**src/rtl/uart_tx_fifo_pkg.sv**
```systemverilog
// Shared definitions for the buffered UART transmitter.
//   tx_state_e            : 2-bit serializer state encoding
//   DEFAULT_CLKS_PER_BIT  : 100 MHz / 115200 baud
//   DEFAULT_DEPTH         : default FIFO entries (power of two, >= 2)
//   UART_TX_ADDR          : CPU store address that feeds wr_en
package uart_tx_fifo_pkg;

  typedef enum logic [1:0] {
    ST_IDLE  = 2'd0,
    ST_START = 2'd1,
    ST_DATA  = 2'd2,
    ST_STOP  = 2'd3
  } tx_state_e;

  localparam int unsigned DEFAULT_CLKS_PER_BIT = 868;
  localparam int unsigned DEFAULT_DEPTH        = 16;
  localparam logic [31:0] UART_TX_ADDR         = 32'h1000_0000;

endpackage

```
**src/rtl/sync_fifo.sv**
```systemverilog
// Circular byte FIFO with registered occupancy flags.
//   clk, rst  : clock, synchronous active-high reset
//   push      : write request; ignored while full
//   pop       : read request; ignored while empty
//   wr_data   : byte written at the write pointer
//   rd_data   : byte at the read pointer (head of queue)
//   full      : DEPTH entries held
//   empty     : no entries held
//   count     : occupancy, 0..DEPTH
module sync_fifo
  import uart_tx_fifo_pkg::*;
#(
  parameter int unsigned DEPTH = DEFAULT_DEPTH,
  parameter int unsigned WIDTH = 8
) (
  input  logic                       clk,
  input  logic                       rst,
  input  logic                       push,
  input  logic                       pop,
  input  logic [WIDTH-1:0]           wr_data,
  output logic [WIDTH-1:0]           rd_data,
  output logic                       full,
  output logic                       empty,
  output logic [$clog2(DEPTH):0]     count
);

  localparam int unsigned PTR_W = $clog2(DEPTH);
  localparam int unsigned CNT_W = PTR_W + 1;

  logic [WIDTH-1:0] mem_q [DEPTH];
  logic [PTR_W-1:0] wr_ptr_q, wr_ptr_d;
  logic [PTR_W-1:0] rd_ptr_q, rd_ptr_d;
  logic [CNT_W-1:0] count_q, count_d;
  logic             full_q, full_d;
  logic             empty_q, empty_d;
  logic             push_ok, pop_ok;

  // Acceptance uses the registered flags, so a push while full is dropped
  // even when a pop frees a slot on the same edge.
  assign push_ok = push & ~full_q;
  assign pop_ok  = pop & ~empty_q;

  always_comb begin
    wr_ptr_d = wr_ptr_q;
    rd_ptr_d = rd_ptr_q;
    count_d  = count_q;
    if (push_ok) wr_ptr_d = wr_ptr_q + PTR_W'(1);
    if (pop_ok)  rd_ptr_d = rd_ptr_q + PTR_W'(1);
    case ({push_ok, pop_ok})
      2'b10:   count_d = count_q + CNT_W'(1);
      2'b01:   count_d = count_q - CNT_W'(1);
      default: count_d = count_q;
    endcase
    full_d  = (count_d == CNT_W'(DEPTH));
    empty_d = (count_d == '0);
  end

  always_ff @(posedge clk) begin
    if (rst) begin
      wr_ptr_q <= '0;
      rd_ptr_q <= '0;
      count_q  <= '0;
      full_q   <= 1'b0;
      empty_q  <= 1'b1;
    end else begin
      wr_ptr_q <= wr_ptr_d;
      rd_ptr_q <= rd_ptr_d;
      count_q  <= count_d;
      full_q   <= full_d;
      empty_q  <= empty_d;
    end
  end

  always_ff @(posedge clk) begin
    if (push_ok) mem_q[wr_ptr_q] <= wr_data;
  end

  assign rd_data = mem_q[rd_ptr_q];
  assign full    = full_q;
  assign empty   = empty_q;
  assign count   = count_q;

endmodule

```
**src/rtl/uart_tx_fifo.sv**
```systemverilog
// Buffered UART transmitter: byte FIFO feeding an 8N1 serializer.
//   clk, rst  : clock, synchronous active-high reset
//   wr_en     : CPU store to the UART TX address
//   wr_data   : byte to transmit
//   ovf_clr   : clears the sticky overflow flag
//   uart_tx   : serial line, idle high, driven from a flop
//   full      : FIFO holds DEPTH entries
//   empty     : FIFO holds no entries
//   count     : FIFO occupancy
//   busy      : frame in progress or bytes queued
//   overflow  : sticky, set when a write was dropped
module uart_tx_fifo
  import uart_tx_fifo_pkg::*;
#(
  parameter int unsigned CLKS_PER_BIT = DEFAULT_CLKS_PER_BIT,
  parameter int unsigned DEPTH        = DEFAULT_DEPTH
) (
  input  logic                   clk,
  input  logic                   rst,
  input  logic                   wr_en,
  input  logic [7:0]             wr_data,
  input  logic                   ovf_clr,
  output logic                   uart_tx,
  output logic                   full,
  output logic                   empty,
  output logic [$clog2(DEPTH):0] count,
  output logic                   busy,
  output logic                   overflow
);

  localparam int unsigned CNT_W = (CLKS_PER_BIT > 1) ? $clog2(CLKS_PER_BIT) : 1;
  localparam logic [CNT_W-1:0] BAUD_LAST = CNT_W'(CLKS_PER_BIT - 1);

  tx_state_e        state_q, state_d;
  logic [CNT_W-1:0] baud_q, baud_d;
  logic [2:0]       bit_idx_q, bit_idx_d;
  logic [7:0]       shift_q, shift_d;
  logic             tx_q, tx_d;
  logic             ovf_q, ovf_d;

  logic             fifo_pop;
  logic [7:0]       fifo_rd_data;
  logic             fifo_full, fifo_empty;
  logic             baud_done;

  sync_fifo #(
    .DEPTH (DEPTH),
    .WIDTH (8)
  ) u_fifo (
    .clk     (clk),
    .rst     (rst),
    .push    (wr_en),
    .pop     (fifo_pop),
    .wr_data (wr_data),
    .rd_data (fifo_rd_data),
    .full    (fifo_full),
    .empty   (fifo_empty),
    .count   (count)
  );

  assign baud_done = (baud_q == BAUD_LAST);

  // tx_d is the line level for the state being entered, so uart_tx comes
  // straight from a flop and changes exactly on the bit boundary.
  always_comb begin
    state_d   = state_q;
    baud_d    = baud_q;
    bit_idx_d = bit_idx_q;
    shift_d   = shift_q;
    tx_d      = tx_q;
    fifo_pop  = 1'b0;
    case (state_q)
      ST_IDLE: begin
        tx_d = 1'b1;
        if (!fifo_empty) begin
          fifo_pop  = 1'b1;
          shift_d   = fifo_rd_data;
          baud_d    = '0;
          bit_idx_d = '0;
          state_d   = ST_START;
          tx_d      = 1'b0;
        end
      end
      ST_START: begin
        if (baud_done) begin
          baud_d  = '0;
          state_d = ST_DATA;
          tx_d    = shift_q[0];
        end else begin
          baud_d = baud_q + CNT_W'(1);
        end
      end
      ST_DATA: begin
        if (baud_done) begin
          baud_d    = '0;
          shift_d   = shift_q >> 1;
          bit_idx_d = bit_idx_q + 3'd1;
          if (bit_idx_q == 3'd7) begin
            state_d = ST_STOP;
            tx_d    = 1'b1;
          end else begin
            tx_d = shift_q[1];
          end
        end else begin
          baud_d = baud_q + CNT_W'(1);
        end
      end
      ST_STOP: begin
        if (baud_done) begin
          baud_d = '0;
          if (!fifo_empty) begin
            // Chain straight into the next frame with no idle bit.
            fifo_pop  = 1'b1;
            shift_d   = fifo_rd_data;
            bit_idx_d = '0;
            state_d   = ST_START;
            tx_d      = 1'b0;
          end else begin
            state_d = ST_IDLE;
            tx_d    = 1'b1;
          end
        end else begin
          baud_d = baud_q + CNT_W'(1);
        end
      end
      default: begin
        state_d = ST_IDLE;
        tx_d    = 1'b1;
      end
    endcase
  end

  // A drop sets the flag even when ovf_clr is asserted in the same cycle.
  always_comb begin
    ovf_d = ovf_q;
    if (wr_en && fifo_full) ovf_d = 1'b1;
    else if (ovf_clr)       ovf_d = 1'b0;
  end

  always_ff @(posedge clk) begin
    if (rst) begin
      state_q   <= ST_IDLE;
      baud_q    <= '0;
      bit_idx_q <= '0;
      shift_q   <= '0;
      tx_q      <= 1'b1;
      ovf_q     <= 1'b0;
    end else begin
      state_q   <= state_d;
      baud_q    <= baud_d;
      bit_idx_q <= bit_idx_d;
      shift_q   <= shift_d;
      tx_q      <= tx_d;
      ovf_q     <= ovf_d;
    end
  end

  assign uart_tx  = tx_q;
  assign full     = fifo_full;
  assign empty    = fifo_empty;
  assign busy     = (state_q != ST_IDLE) | ~fifo_empty;
  assign overflow = ovf_q;

endmodule

```
**config.mk**
```make
export PLATFORM = sky130hd
export DESIGN_NAME = uart_tx_fifo
export DESIGN_NICKNAME = d
export VERILOG_FILES = /design/src/rtl/uart_tx_fifo_pkg.sv /design/src/rtl/sync_fifo.sv /design/src/rtl/uart_tx_fifo.sv
export SDC_FILE = /design/constraint.sdc
export NUM_CORES = 1
export LEC_CHECK = 0
export BUFFER_PORTS_ARGS = -buffer_cell sky130_fd_sc_hd__buf_2
export CAP_MARGIN = 20
export CORE_MARGIN = 5
export CORE_UTILIZATION = 29
export CTS_CLUSTER_DIAMETER = 100
export DETAILED_ROUTE_END_ITERATION = 8
export GPL_ROUTABILITY_DRIVEN = 0
export GPL_TIMING_DRIVEN = 0
export SYNTH_ARGS = -nofsm -noshare
export SYNTH_HDL_FRONTEND = slang
export SYNTH_HIERARCHICAL = 1
export SYNTH_SLANG_ARGS = --single-unit
```
**constraint.sdc**
```tcl
create_clock -name clk -period 3.2 [get_ports clk]
set_input_delay 0.48 -clock clk [delete_from_list [all_inputs] [get_ports clk]]
set_output_delay 0.48 -clock clk [all_outputs]
set_load 0.01 [all_outputs]
```
==> summary.md, run 1 <==
| Metric | Value |
|---|---|
| Worst-skew pair later-pin latency | `0.44 ns` |
| Hold path depth | `3` |
| Initial core utilization | `0.293` |
| P&R area growth vs syn | `16.2%` |
| Post-DP Area | `0.00791 mm2` |
| Final wirelength | `14,800 um` |
| Multi-input logic area | `0.00242 mm2` |
| R2R depth | `13` |
| Sw Ratio | `0.310` |
| Combinational power share | `0.224` |
| P_int | `4.26 mW` |
| Slew @ Worst Pin | `0.822 ns` |
| CTS Buf Count | `17` |
| IO Pins | `22` |
| Largest net degree at the start of global routing | `23` |
| Final hold viol count | `0` |
| Top-count cell post-synth | `edfxtp_1` |
| Nets | `516` |
| Post-CTS Setup Bufs | `0` |
| Final Critical Period | `2.97 ns` |
| CTS tree | `done` |
| Clk pwr share | `0.349` |
| Cells after Synth | `445` |
| Post-synth top area cell | `edfxtp_1` |
| Peak supply drop | `0.373 mV` |
| Pwr per Cell Area | `722 mW/mm2` |
| RSZ-0062 raised after global routing | `false` |
| Fmax achieved | `337 MHz` |
| Max_slew headroom | `0.450` |
| Register bit total from synthesis | `172` |
| Layout cells sized above 1 | `0.210` |
| Top cells by area, synth | `edfxtp_1 (52%), dfxtp_1 (12%), mux4_1 (8.6%)` |
| Total negative slack | `0 ns` |
| Average wire per standard cell | `17.8 um` |
| FP Rows | `58` |
| Switching power | `1.91 mW` |
| Non-filler instance count after layout | `831` |
| Crit path kind | `reg -> reg` |
| Crit Path Max Fanout | `5` |
| Post-synthesis cell type count | `57` |
| HP Class | `in -> reg` |
| Slew Viols, Final | `0` |
| Drt drc | `0` |
| Dpl cells | `799` |
| Final Skew | `0.0125 ns` |
| Max cap viols | `0` |
| Vias | `3,949` |
| Initial antenna violation count | `1` |
| Final Cell Area | `0.00856 mm2` |
| Clock Path Buffers | `2` |
| H-tree lvl count | `4` |
| YS warnings | `6` |
| Die Ht | `169 um` |
| Root Driver | `clkbuf_16` |
| Synth Net Count | `473` |
| Final Power | `6.18 mW` |
| Clock sink total | `172` |
| Port bufs | `20` |
| Fillers | `2,453` |
| # resized after CTS | `0` |
| Total die area | `0.0287 mm2` |
| Met1 Use GR | `0.134` |
| Post-synth top area share | `0.522` |
| Met2 usage | `0.179` |
| # hold bufs at CTS | `0` |
| Period utilisation layout | `0.928` |
| Met3 usage | `0.0300` |
| DIE WIDTH | `169 um` |
| Synth Cell Area | `0.00736 mm2` |
| Gr usage total | `0.106` |
| Vias in the first global route | `4,049` |
| Async set-or-reset flop fraction in the synthesized netlist | `0` |
| Commonest cells post-synth | `edfxtp_1 (128), dfxtp_1 (44), nor2_1 (41), mux4_1 (24), nand2_1 (17)` |
| Global route overflow | `0` |
| Routed vias/inst | `4.75` |
| Worst EP arrival | `3.30 ns` |
| Critical Path Start Type | `flip-flop` |
| Final ANT Viol Nets | `0` |
| Drt first pass iters | `5` |
| Sequential fraction of the synthesis area | `0.642` |
| Status | `finished clean` |
| Initial DRC count | `207` |
| Syn avg cell area | `16.5 um2` |
| Worst Setup End Kind | `flip-flop` |
| Seq pwr share | `0.427` |
| Ys flop type | `edfxtp_1` |
| Most Crowded Layer GR | `met2` |
| Final setup fails | `0` |
| Critical Path RT | `3.53 ns` |
| FF+latch area | `0.00472 mm2` |
| # diodes | `0` |
| First-pass GRT wire length | `23,000 um` |
| Leak | `2.82 nW` |
| EDFF count, synth | `128` |
| Hpwl dp | `10,000 um` |
| Clock transition at path regs | `0.08 ns` |
| Core area | `0.0251 mm2` |
[stage by stage]
stage                     utilization  worst slack (ns)  hold WS [ns]
after CTS                       0.340            0.0566         0.281
after global placement          0.314             0.203         0.463
after detailed placement        0.315            0.0931         0.469
final                           0.341             0.232         0.299
after floorplan                     -             0.473         0.454
after global routing            0.341            0.0298         0.287
[final timing paths]
path                             startpoint           end  slack [ns]
worst max-delay path              baud_q[0]  u_fifo/empty        0.23
worst min register to register  u_fifo/full      overflow        0.47
worst max register to register    baud_q[0]  u_fifo/empty        0.23
worst min-delay path                ovf_clr      overflow        0.30
[critical path: stages (launching register included)]
cell      delay [ns]
dfxtp_1         0.40
ha_1            0.21
and4bb_4        0.28
a41oi_1         0.14
nor3_2          0.19
nand2b_4        0.12
nor2_4          0.17
xor2_1          0.17
ha_1            0.21
nor2b_1         0.18
o21ai_0         0.13
a211oi_2        0.30
xor2_1          0.11
o31ai_1         0.26
[flip-flops by register name, indices dropped and copies added (netlist names), 2 cells and up, named ones only]
signal and count:
u_fifo/mem_q 128, baud_q 10, shift_q 8, u_fifo/count 5, u_fifo/rd_ptr_q 4, u_fifo/wr_ptr_q 4, bit_idx_q 3, state_q 2
[power by group through the flow]
stage | Clock (mW) | Sequential, mW | Combinational, mW
global route | 2.31 | 2.66 | 1.51
CTS | 2.19 | 2.64 | 1.38
finish | 2.16 | 2.64 | 1.39
global placement | 0 | 2.68 | 1.34
detailed placement | 0 | 2.69 | 1.38
floorplan | 0 | 2.67 | 1.04
[cell families after synthesis]
| group | after synthesis | share of synthesized area |
|---|---|---|
| compound gates | 48 | 0.0535 |
| buf+inv | 35 | 0.0318 |
| mux | 50 | 0.148 |
| fa+ha+maj | 16 | 0.0272 |
| simple gates | 102 | 0.0695 |
| flops | 172 | 0.642 |
| xor+xnor | 22 | 0.0282 |
[layout make-up]
class | count | area share
clock buffers | 17 | 0.0497
repair buffers | 24 | 0.0149
multi-input cells | 238 | 0.282
inverters | 12 | 0.00526
flip-flops and latches | 172 | 0.552
plain buffers | 23 | 0.0221
clock inverters | 15 | 0.0254
well taps | 330 | 0.0482
[routing by layer]
layer | up-vias | part of all wire
met2 | 85 | 0.51
met5 | - | 0.00088
li1 | 1839 | -
met1 | 2011 | 0.44
met4 | 2 | 0.0091
met3 | 12 | 0.046
[cells in the final DEF, fill, tap and decap left out, drive strengths merged, types with 4 or more instances in the layout]
cell	instances
o21ai	4
a21oi	18
nand4	5
mux4	40
nor3b	5
edfxtp	128
nand2b	5
inv	21
xnor2	10
nor4	4
nor3	11
mux2i	9
xor2	11
dfxtp	44
ha	16
buf	38
nand2	17
clkbuf	26
clkinv	6
and2	4
nand3	4
a311oi	8
nor2	42
No activity file was read; power rests on OpenSTA's default activity.
==> run 2: changes to the inputs <==
ABC_AREA = 1   (was unset)
==> summary.md, run 2 <==
| Metric | Value |
|---|---|
| Initial DRC count | `303` |
| Worst hold start | `ovf_clr` |
| Final Critical Period | `2.71 ns` |
| EDFF count, synth | `128` |
| Crit Path Max Fanout | `10` |
| First-pass GRT wire length | `26,600 um` |
| Routed vias/inst | `4.67` |
| R2R depth | `16` |
| Synth Net Count | `710` |
| Final Power | `6.60 mW` |
| Async set-or-reset flop fraction in the synthesized netlist | `0` |
| Slew @ Worst Pin | `0.801 ns` |
| Global route overflow | `0` |
| Final setup fails | `0` |
| DIE WIDTH | `172 um` |
| Nets | `750` |
| Vias in the first global route | `4,907` |
| # hold bufs at CTS | `0` |
| Max_slew headroom | `0.464` |
| Average wire per standard cell | `15.8 um` |
| Critical Path Start Type | `flip-flop` |
| Peak supply drop | `0.412 mV` |
| Slew Viols, Final | `0` |
| Total die area | `0.0294 mm2` |
| CTS Buf Count | `17` |
| Util after Layout | `0.336` |
| Top cells by area, synth | `edfxtp_1 (51%), dfxtp_1 (12%), mux2i_1 (5.0%)` |
| # resized after CTS | `0` |
| Clock Path Buffers | `2` |
| Max cap viols | `0` |
| Layout cells sized above 1 | `0.131` |
| Fmax achieved | `369 MHz` |
| H-tree lvl count | `4` |
| Clock sink total | `172` |
| Cells after Synth | `682` |
| Final hold viol count | `0` |
| Syn avg cell area | `11.1 um2` |
| Register bit total from synthesis | `172` |
| HP Class | `in -> reg` |
| Root Driver | `clkbuf_16` |
| Worst EP arrival | `3.07 ns` |
| Hpwl dp | `11,500 um` |
| Largest net degree at the start of global routing | `17` |
| Initial core utilization | `0.292` |
| Vias | `4,987` |
| P&R area growth vs syn | `15.0%` |
| Critical path launch point | `state_q[0]` |
| RSZ-0062 raised after global routing | `false` |
| Post-synth top area share | `0.508` |
| Most common cell after layout, fill and taps aside | `edfxtp_1` |
| Worst-skew pair later-pin latency | `0.42 ns` |
| Dpl cells | `1,038` |
| Initial antenna violation count | `0` |
| Post-synth top area cell | `edfxtp_1` |
| Total negative slack | `0 ns` |
| Max FFs per register | `128` |
| Pwr per Cell Area | `758 mW/mm2` |
| Clock transition at path regs | `0.06 ns` |
| Period utilisation layout | `0.846` |
| YS warnings | `6` |
| Drt drc | `0` |
| Crit path kind | `reg -> reg` |
| Die Ht | `172 um` |
| Leak | `3.08 nW` |
| Reg with most FFs | `u_fifo/mem_q` |
| Post-synthesis cell type count | `37` |
| Commonest cells post-synth | `edfxtp_1 (128), nand2_1 (79), inv_1 (70), nor2_1 (58), a21oi_1 (57)` |
| WHS | `0.298 ns` |
| Worst Setup End Kind | `flip-flop` |
| Largest registers | `u_fifo/mem_q (128), baud_q (10), shift_q (8)` |
| Gr usage total | `0.119` |
| Critical Path RT | `3.56 ns` |
| CTS tree | `done` |
| IO Pins | `22` |
| Final Skew | `0.00869 ns` |
| Hold path depth | `4` |
| Most frequent cells in the layout | `edfxtp_1 (128), nand2_1 (79), inv_1 (70)` |
| # diodes | `0` |
| Post-CTS Setup Bufs | `0` |
| Top-count cell post-synth | `edfxtp_1` |
| Status | `finished clean` |
| Synth Cell Area | `0.00757 mm2` |
| Non-filler instance count after layout | `1,069` |
| Sequential fraction of the synthesis area | `0.624` |
| Drt first pass iters | `5` |
| Final wirelength | `16,900 um` |
| Core area | `0.0259 mm2` |
| Final ANT Viol Nets | `0` |
| RR Startpoint | `state_q[0]` |
| FP Rows | `59` |
| Ys flop type | `edfxtp_1` |
| Port bufs | `21` |
==> run 2: kinds of logic (layout without fill, tap and decap cells) <==
logic type               after synthesis  count (layout)  synth area share
XOR/XNOR                               7               7           0.00810
buffers and inverters                105             157            0.0600
AO/OA/AOI/OAI                        142             142             0.107
multiplexers                          38              38            0.0502
adder cells (fa/ha/maj)               16              16            0.0264
AND/OR/NAND/NOR                      202             202             0.124
flip-flops                           172             172             0.624
==> run 2: final timing paths <==
path	endpoint	slack (ns)
max reg2reg	u_fifo/full	0.49
max	u_fifo/full	0.49
min reg2reg	overflow	0.46
min	overflow	0.30
==> run 2: per-layer routing <==
metal	wire length, um	track usage	up-vias
met1	7160	0.147	2375
met4	521	0.0493	0
li1	-	-	2459
met5	0	0	-
met2	8490	0.199	117
met3	750	0.0292	36
==> run 2: per-stage QoR <==
| stage | worst slack, ns | cell area (um2) |
|---|---|---|
| finish | 0.494 | 8710 |
| global route | 0.182 | 8710 |
| CTS | 0.474 | 8710 |
| detailed placement | 0.505 | 8100 |
| global placement | 0.496 | 8100 |
| floorplan | 0.780 | 7570 |
==> run 2: area by class of cell <==
type	count	area (um2)
buffer	30	173
clock buffer	17	425
clock inverter	14	188
fill	2557	17200
inverter	75	282
multi-input combinational	405	2390
sequential	172	4720
tap	335	419
timing repair buffer	21	105
==> run 2: worst max-delay path, stage by stage, from the launching register on <==
cell,delay (ns)
dfxtp_1,0.43
inv_1,0.13
ha_1,0.35
nor2_1,0.15
o21a_1,0.14
inv_1,0.06
nor2_4,0.12
buf_6,0.16
nand3_2,0.07
nand2_1,0.08
inv_2,0.04
ha_1,0.26
o21ai_0,0.21
nand2_1,0.10
nor2_2,0.13
nand3_2,0.11
nor2_2,0.11
==> run 2: report_power, final <==
group	internal, mW	total [mW]	switching, mW
registers	2.52	2.62	0.0950
logic	0.675	1.86	1.18
clock network	1.24	2.13	0.883
total	4.44	6.60	2.16
==> run 3: changes to the inputs <==
clock period = 2.6 ns   (was 3.2 ns; I/O delays follow)
==> summary.md, run 3 (synthesized netlist as in run 2, its figures left out) <==
| Metric | Value |
|---|---|
| Initial antenna violation count | `0` |
| Most frequent cells in the layout | `edfxtp_1 (128), nand2_1 (74), inv_1 (64)` |
| CTS Buf Count | `17` |
| Drt drc | `0` |
| Reg with most FFs | `u_fifo/mem_q` |
| Initial DRC count | `313` |
| Peak supply drop | `0.508 mV` |
| Period utilisation layout | `0.960` |
| Worst Setup End Kind | `flip-flop` |
| Drt first pass iters | `5` |
| Clock transition at path regs | `0.07 ns` |
| Slew @ Worst Pin | `0.806 ns` |
| Initial core utilization | `0.292` |
| R2R depth | `22` |
| Leak | `3.16 nW` |
| Post-DP Area | `0.00810 mm2` |
| Max cap viols | `0` |
| Core area | `0.0259 mm2` |
| Hold path depth | `4` |
| RSZ-0062 raised after global routing | `true` |
| Hold Path End | `overflow` |
| RR Startpoint | `baud_q[0]` |
| Final wirelength | `17,300 um` |
| Die Ht | `172 um` |
| Crit path max-delay cell type | `dfxtp_4` |
| Final setup fails | `0` |
| First-pass GRT wire length | `26,600 um` |
| Slew Viols, Final | `0` |
| H-tree lvl count | `4` |
| Max FFs per register | `128` |
| Routed vias/inst | `4.74` |
| Worst EP arrival | `2.85 ns` |
| Combinational power share | `0.296` |
| Final Cell Area | `0.00892 mm2` |
| Final Critical Period | `2.50 ns` |
| Largest registers | `u_fifo/mem_q (128), baud_q (10), shift_q (8)` |
| Switching power | `2.74 mW` |
| WHS | `0.209 ns` |
| P&R area growth vs syn | `17.8%` |
| Vias in the first global route | `4,921` |
| Hpwl dp | `11,500 um` |
| FP Rows | `59` |
| Worst hold start | `ovf_clr` |
| Clock Path Buffers | `2` |
| Nets | `762` |
| Global route overflow | `0` |
| IO Pins | `22` |
| Final ANT Viol Nets | `0` |
| CP dominant cell by count | `inv_2` |
| # hold bufs at CTS | `0` |
| Worst-skew pair later-pin latency | `0.42 ns` |
| CTS tree | `done` |
| Most common cell after layout, fill and taps aside | `edfxtp_1` |
| P_int | `5.58 mW` |
| Critical Path RT | `2.96 ns` |
| Seq pwr share | `0.390` |
| # diodes | `0` |
| Final Skew | `0.00848 ns` |
| Average wire per standard cell | `16.0 um` |
| Reg2reg setup slack | `0.10 ns` |
| Clock sink total | `172` |
| Final hold viol count | `0` |
| Sw Ratio | `0.329` |
| Layout cells sized above 1 | `0.178` |
| Pwr per Cell Area | `932 mW/mm2` |
| CP peak stage delay | `0.37 ns` |
| CP Cell Sequence | `ha_4 > nand2_4 > nor2_4 > nand3_4 > nor2_2 > o21a_1 > inv_2 > nor2_4 > buf_6 > nand3_2 > nand2_1 > inv_2 > ha_4 > inv_2 > nand2_4 > inv_2 > nand2_2 > nand3_2 > o21ai_2 > nor2_2 > nand3_2 > o21bai_2` |
| Crit path kind | `reg -> reg` |
| Status | `finished clean` |
| Root Driver | `clkbuf_16` |
| Largest net degree at the start of global routing | `17` |
| Critical Path Start Type | `flip-flop` |
| Vias | `5,123` |
| Gr usage total | `0.119` |
| Total die area | `0.0294 mm2` |
| HP Class | `in -> reg` |
| RR Endpoint | `u_fifo/empty` |
| Crit Path Max Fanout | `6` |
| Clk pwr share | `0.314` |
| Fmax achieved | `401 MHz` |
| DIE WIDTH | `172 um` |
| Max_slew headroom | `0.460` |
| Port bufs | `21` |
[run 3: cell types whose count changed in the layout (fill, tap and decap cells not counted), sizes merged]
cell	before	now
buf	40	52
[run 3: worst max path at each step]
| stage | start | endpoint | depth (start not counted) |
|---|---|---|---|
| floorplan | state_q[0] | u_fifo/empty | 16 |
| global placement | state_q[0] | u_fifo/full | 16 |
| detailed placement | baud_q[0] | u_fifo/empty | 18 |
| CTS | state_q[0] | u_fifo/count[4] | 21 |
| global route | baud_q[0] | u_fifo/empty | 22 |
| finish | baud_q[0] | u_fifo/empty | 22 |
[run 3: power groups by stage]
stage                     sequential, mW  combinational [mW]  clock [mW]
after floorplan                     3.28                1.66           0
after global placement              3.28                2.26           0
after detailed placement            3.28                2.29           0
after CTS                           3.23                2.31        2.66
after global routing                3.27                2.74        2.80
final                               3.24                2.46        2.61
[run 3: area by class of cell]
class	count	area (um2)
clock buffer	17	425
multi-input combinational	405	2500
fill	2531	17000
clock inverter	14	188
buffer	30	173
timing repair buffer	33	195
sequential	172	4740
tap	335	419
inverter	75	282
[run 3: timing repair]
action                     4_1_cts  5_1_grt
setup endpoints to repair        3        5
hold endpoints to repair         0        0
pin swaps                        1       15
setup buffers                    0       12
gates resized for setup          8       29
[run 3: critical path: cells and delay by family, from the launching register on]
kind | cells | cell delay [ns]
AOI/OAI and AO/OA | 3 | 0.33
adders and majority gates | 2 | 0.31
buffers and inverters | 5 | 0.36
DFF | 1 | 0.37
and+or+nand+nor | 12 | 1.06
[run 3: per-stage QoR]
stage	total power, mW	setup slack [ns]	instances	utilization	TNS, ns
6_report	8.31	0.104	1081	0.344	0
5_1_grt	8.81	-0.0570	1081	0.344	-0.130
2_1_floorplan	4.94	0.180	682	-	0
3_3_place_gp	5.53	-0.104	1038	0.312	-0.231
3_5_place_dp	5.57	-0.0953	1038	0.312	-0.257
4_1_cts	8.20	0.0131	1069	0.337	0
[run 3: layer usage]
| metal | wire length, um | global-route usage | vias up |
|---|---|---|---|
| met5 | 0 | 0 | - |
| met4 | 520 | 0.0493 | 0 |
| met3 | 802 | 0.0292 | 39 |
| met2 | 8810 | 0.199 | 137 |
| met1 | 7180 | 0.147 | 2465 |
| li1 | - | - | 2482 |
